File: config.mk
export PLATFORM = sky130hd
export DESIGN_NAME = pc_trap_r32
export DESIGN_NICKNAME = d
export VERILOG_FILES = /design/src/rtl/pc_trap_r32.sv
export SDC_FILE = /design/constraint.sdc
export NUM_CORES = 1
export LEC_CHECK = 0
export BUFFER_PORTS_ARGS = -buffer_cell sky130_fd_sc_hd__buf_2
export CAP_MARGIN = 0
export CORE_AREA = 2 2 132 134
export DETAILED_ROUTE_END_ITERATION = 12
export DIE_AREA = 0 0 134 136
export PLACE_DENSITY = 0.56
export SLEW_MARGIN = 10
export SYNTH_ARGS = -nofsm -noshare
export SYNTH_HDL_FRONTEND = slang
export SYNTH_SLANG_ARGS = --single-unit
File: constraint.sdc
create_clock -name clock -period 3 [get_ports clock]
set_input_delay 0.15 -clock clock [delete_from_list [all_inputs] [get_ports clock]]
set_output_delay 0.15 -clock clock [all_outputs]
set_load 0.01 [all_outputs]
File: src/rtl/pc_trap_r32.sv
// Program counter for the RV32I core: sequential/compressed increments, branches,
// instruction-cache stalls and a single-level trap/return with nested-trap halt.
//
// state   | meaning
// RUN     | normal execution
// HANDLER | executing the trap handler; EPC holds the interrupted PC
// HALT    | nested trap seen; everything frozen until reset
module pc_trap_r32 #(
    parameter int          dataW        = 32,
    parameter int unsigned ResetAddr    = 16,
    parameter int unsigned TrapVector   = 256,
    parameter int          CompressedEn = 0
) (
    input  logic             clock,
    input  logic             reset,
    input  logic             EQ,
    input  logic             NE,
    input  logic             LT,
    input  logic             LTU,
    input  logic             GE,
    input  logic             GEU,
    input  logic             TestBranch,
    input  logic             AlwaysBranch,
    input  logic             AbsoluteBranch,
    input  logic [2:0]       BranchType,
    input  logic [dataW-1:0] BranchAddr,
    input  logic             InsLen16,
    input  logic             InsCacheStall,
    input  logic             TrapReq,
    input  logic             TrapRet,
    output logic [dataW-1:0] ProgAddr,
    output logic [dataW-1:0] LinkAddr,
    output logic [dataW-1:0] EPC,
    output logic             InHandler,
    output logic             Halted,
    output logic             MisalignFault
);

    typedef enum logic [1:0] {RUN, HANDLER, HALT} state_t;

    localparam logic             compEn     = (CompressedEn != 0);
    localparam logic [dataW-1:0] resetVal   = dataW'(ResetAddr);
    localparam logic [dataW-1:0] trapVal    = dataW'(TrapVector);

    state_t           state;
    logic [7:0]       flags;
    logic             taken;
    logic             misaligned;
    logic [dataW-1:0] offset;
    logic [dataW-1:0] tgt;
    logic [dataW-1:0] incr;

    // Types 6 and 7 index the zero-padded top bits, so they are never taken.
    assign flags      = {2'b00, GEU, GE, LTU, LT, NE, EQ};
    assign taken      = AlwaysBranch || (TestBranch && flags[BranchType]);
    assign offset     = BranchAddr & ~dataW'(1);
    assign tgt        = AbsoluteBranch ? offset : ProgAddr + offset;
    assign misaligned = taken && !compEn && tgt[1];
    assign incr       = (compEn && InsLen16) ? dataW'(2) : dataW'(4);

    assign LinkAddr   = ProgAddr + incr;
    assign InHandler  = (state == HANDLER);
    assign Halted     = (state == HALT);

    always_ff @(posedge clock or posedge reset) begin
        if (reset) begin
            ProgAddr      <= resetVal;
            EPC           <= '0;
            state         <= RUN;
            MisalignFault <= 1'b0;
        end else begin
            MisalignFault <= 1'b0;
            if (!InsCacheStall && state != HALT) begin
                if (TrapReq || misaligned) begin
                    if (state == RUN) begin
                        EPC           <= ProgAddr;
                        ProgAddr      <= trapVal;
                        state         <= HANDLER;
                        MisalignFault <= misaligned && !TrapReq;
                    end else begin
                        state <= HALT;
                    end
                end else if (TrapRet && state == HANDLER) begin
                    ProgAddr <= EPC;
                    state    <= RUN;
                end else if (taken) begin
                    ProgAddr <= tgt;
                end else begin
                    ProgAddr <= ProgAddr + incr;
                end
            end
        end
    end

endmodule
==> metrics.md <==
| Metric | Value |
|---|---|
| Status | finished, final reports clean |
| # Post-CTS Setup Buffers | 0 |
| Clock transition at the registers of the reported paths | 0.06 ns |
| Worst path arrival time | 3.07 ns |
| Mean Syn Cell Area | roughly 8.2 um^2 |
| Fin. Hold Viols | 0 |
| Initial antenna violation count | 0 |
| Distinct cell type count after synthesis | between 60 and 70 |
| CP Cell Sequence | ha_1, o21ai_0, o21ai_1, a41oi_1, o31a_1, o21ai_1, mux2i_1, a31oi_1, a311o_1 |
| # DRC | 0 |
| CP bufs+invs | 0 |
| Worst hold stages | 4 |
| Worst EP required | 3.22 ns |
| Rel. slew slack | 54.8% |
| Crit path kind | reg -> reg |
| CTS HTree Levels | 3 |
| Worst slew pin tran | about 0.67 ns |
| Total grt overflow | 0 |
| RePlAce Congestion | 0.918 |
| I/O Buffers | around 150 |
| Synth-to-Final Area Change | 25.9% |
| NumNets Final | 945 |
| I/O pin cnt | between 100 and 150 |
| CTS tree | done |
| Ys flop type | dfrtp_1 |
| Slew Viols, Final | 0 |
| Clk_skew | between 0.004 and 0.005 ns |
| Drt first-iter violations | between 400 and 500 |
| Slowest CP cell | o31a_1 |
| Core ar. | 16900 um^2 |
| Final wirelength | just over 20000 um |
| Fin util | a little over two fifths |
| Layout cells sized above 1 | 28.6% |
| Critical Path Sink Type | flip-flop |
| Register area share after synthesis | between 20% and 30% |
| Clock Tree Buf Depth | 2 |
| FF-to-FF path depth | 9 |
| Warning count from the yosys run | 0 |
| Type of the worst min-delay path | in -> reg |
| Die H | 136 um |
| Final TNS setup | 0 ns |
| Commonest non-fill, non-tap cell in the layout | buf_2 |
| CP most frequent cell | o21ai_1 |
| Flop-to-flop setup slack | 0.16 ns |
| Number of global-route vias before repair | ~5700 |
| FFs w/ async S/R, synth | 100% |
| FF+latch count, synth | 67 |
| Min-delay src | BranchAddr[31] |
| DR pass1 iterations | 5 |
| Total clock buffers created by CTS | 9 |
| Routed WL per cell | about 19 um |
| Slowest Stage Delay on Critical Path | approximately 0.42 ns |
| CTS Root Cell | clkbuf_16 |
| CTS sink cnt | 67 |
| Final ANT Viol Nets | 0 |
| Largest net degree at the start of global routing | just over 40 |
| Worst-skew pair later-pin latency | 0.34 ns |
| Pwr/cell area | 891 nW/um^2 |
| Mapped Cells | roughly 700 |
| Cell Area, Synth | around 5800 um^2 |
| Unrepaired setup endpoints after global routing | no |
| CP delay by family, top | compound AO/OA/AOI/OAI gates |
| Largest fanout on the critical path | 4 |
| Crit start category | flip-flop |
| Final-report setup violation count | 0 |
| Maximum VDD drop | between 400 and 500 uV |
| Fmax | around 350 MHz |
| GRT Util Overall | between 20% and 30% |
| DIE AREA | 18200 um^2 |
| Leakage | roughly 0.0036 uW |
| Syn_nets | a little under 800 |
| Post-synth EDFFs | 0 |
| First-pass GRT wire length | 31900 um |
| Max capacitance violation total | 0 |
| RR Startpoint | ProgAddr[3]$_DFFE_PP0P_ |
| Row count | 48 |
| Die Wd | roughly 130 um |
| Post-route minimum period | 2.84 ns |
| Hold EP | ProgAddr[31]$_DFFE_PP0P_ |
| Via Count | between 6000 and 7000 |
| Final period util | 94.8% |
| HPWL Detailed | about 16000 um |
| Ant. Diodes | 0 |
| RR Endpoint | ProgAddr[24]$_DFFE_PP0P_ |
| Initial core utilization | 34.1% |
| Most frequent cells in the layout | buf_2, nand2_1, dfrtp_1, a21oi_1 |
| Mean number of vias per cell | 5.55 |
where the power goes:
group | total (uW) | leakage, uW | switching [uW] | internal [uW]
clock network | 975 | 0.000127 | 418 | 557
logic | 3840 | 0.00263 | 2180 | 1660
registers | 1630 | 0.000877 | 389 | 1240
total | 6450 | 0.00363 | 2990 | 3460
final cells by class:
class	count	area, um^2
timing repair buffer	190	1080
sequential	67	1680
multi-input combinational	576	3880
tap	225	282
clock buffer	13	240
inverter	19	71.3
fill	1748	9630
clock inverter	3	15.0
what timing repair did:
item                                    CTS  global route
resized for setup                         0             4
endpoints found under the setup margin    0             7
hold endpoints to repair                 13             0
hold buffers                              1             0
worst min-delay path, cell delays in order:
cell and delay [ns]:
buf_2 0.11, nor2_1 0.05, o21ai_1 0.07, nand3b_1 0.07
through the flow:
stage	total power, uW	cell area, um^2	std cells	hold WS, ns	setup slack (ns)
4_1_cts	6460	7230	1093	0.144	0.0852
3_5_place_dp	5460	6970	1076	0.144	0.121
2_1_floorplan	4000	5750	699	0.301	0.337
6_report	6450	7240	1093	0.154	0.157
3_3_place_gp	5450	6970	1076	0.147	0.161
5_1_grt	6970	7240	1093	0.153	0.00315
layer usage:
metal / routed length [um] / vias to the layer above / share of wire (%) / track usage [%]
met5: 0 / - / 0 / 0
met3: 1260 / 27 / 6.1 / 3.62
met1: 9670 / 2927 / 47 / 32.3
met4: 396 / 0 / 1.9 / 6.74
met2: 9220 / 195 / 45 / 35.0
li1: - / 2916 / - / -
registers in the layout, summed over array words and instances (netlist names):
signal	flops
EPC	32
MisalignFault	1
state	2
ProgAddr	32
cells in the mapped netlist (all sizes together) (6+ instances only):
cell / instances / share of area (%)
inv: 18 / 1.2
clkbuf: 28 / 1.8
a21o: 19 / 2.5
buf: 9 / 0.85
nand4: 12 / 1.3
nor2: 43 / 2.9
nand3: 31 / 2.7
nor3: 13 / 1.2
o211ai: 25 / 3.3
xnor2: 25 / 3.8
a31o: 6 / 0.91
o21ai: 49 / 4.3
mux2: 30 / 5.9
and3: 16 / 1.7
nor2b: 7 / 0.76
o31ai: 6 / 0.78
nand2: 85 / 5.5
mux2i: 9 / 1.6
ha: 31 / 6.7
a31oi: 18 / 2.0
xor2: 21 / 3.2
a21oi: 54 / 4.7
dfrtp: 66 / 29
o21bai: 7 / 0.98
worst max-delay path by stage:
stage	start	end	slack [ns]	depth (start not counted)
floorplan	ProgAddr[1]$_DFFE_PP0P_	ProgAddr[17]$_DFFE_PP0P_	0.34	10
global placement	ProgAddr[1]$_DFFE_PP0P_	ProgAddr[31]$_DFFE_PP0P_	0.16	10
detailed placement	ProgAddr[1]$_DFFE_PP0P_	ProgAddr[31]$_DFFE_PP0P_	0.12	10
CTS	ProgAddr[1]$_DFFE_PP0P_	ProgAddr[31]$_DFFE_PP0P_	0.09	10
global route	ProgAddr[7]$_DFFE_PP0P_	ProgAddr[24]$_DFFE_PP0P_	0.003	9
finish	ProgAddr[3]$_DFFE_PP0P_	ProgAddr[24]$_DFFE_PP0P_	0.16	9
cells by family (layout without fill, tap and decap cells):
logic type | Yosys count | count (layout) | share of synthesized area (%)
compound gates | 223 | 223 | 25.4
simple gates | 235 | 235 | 19.6
fa+ha+maj | 32 | 32 | 7.09
buf+inv | 56 | 225 | 3.92
xor+xnor | 46 | 46 | 7.00
flops | 67 | 67 | 29.2
mux | 40 | 40 | 7.83
No activity file was read; power rests on OpenSTA's default activity.
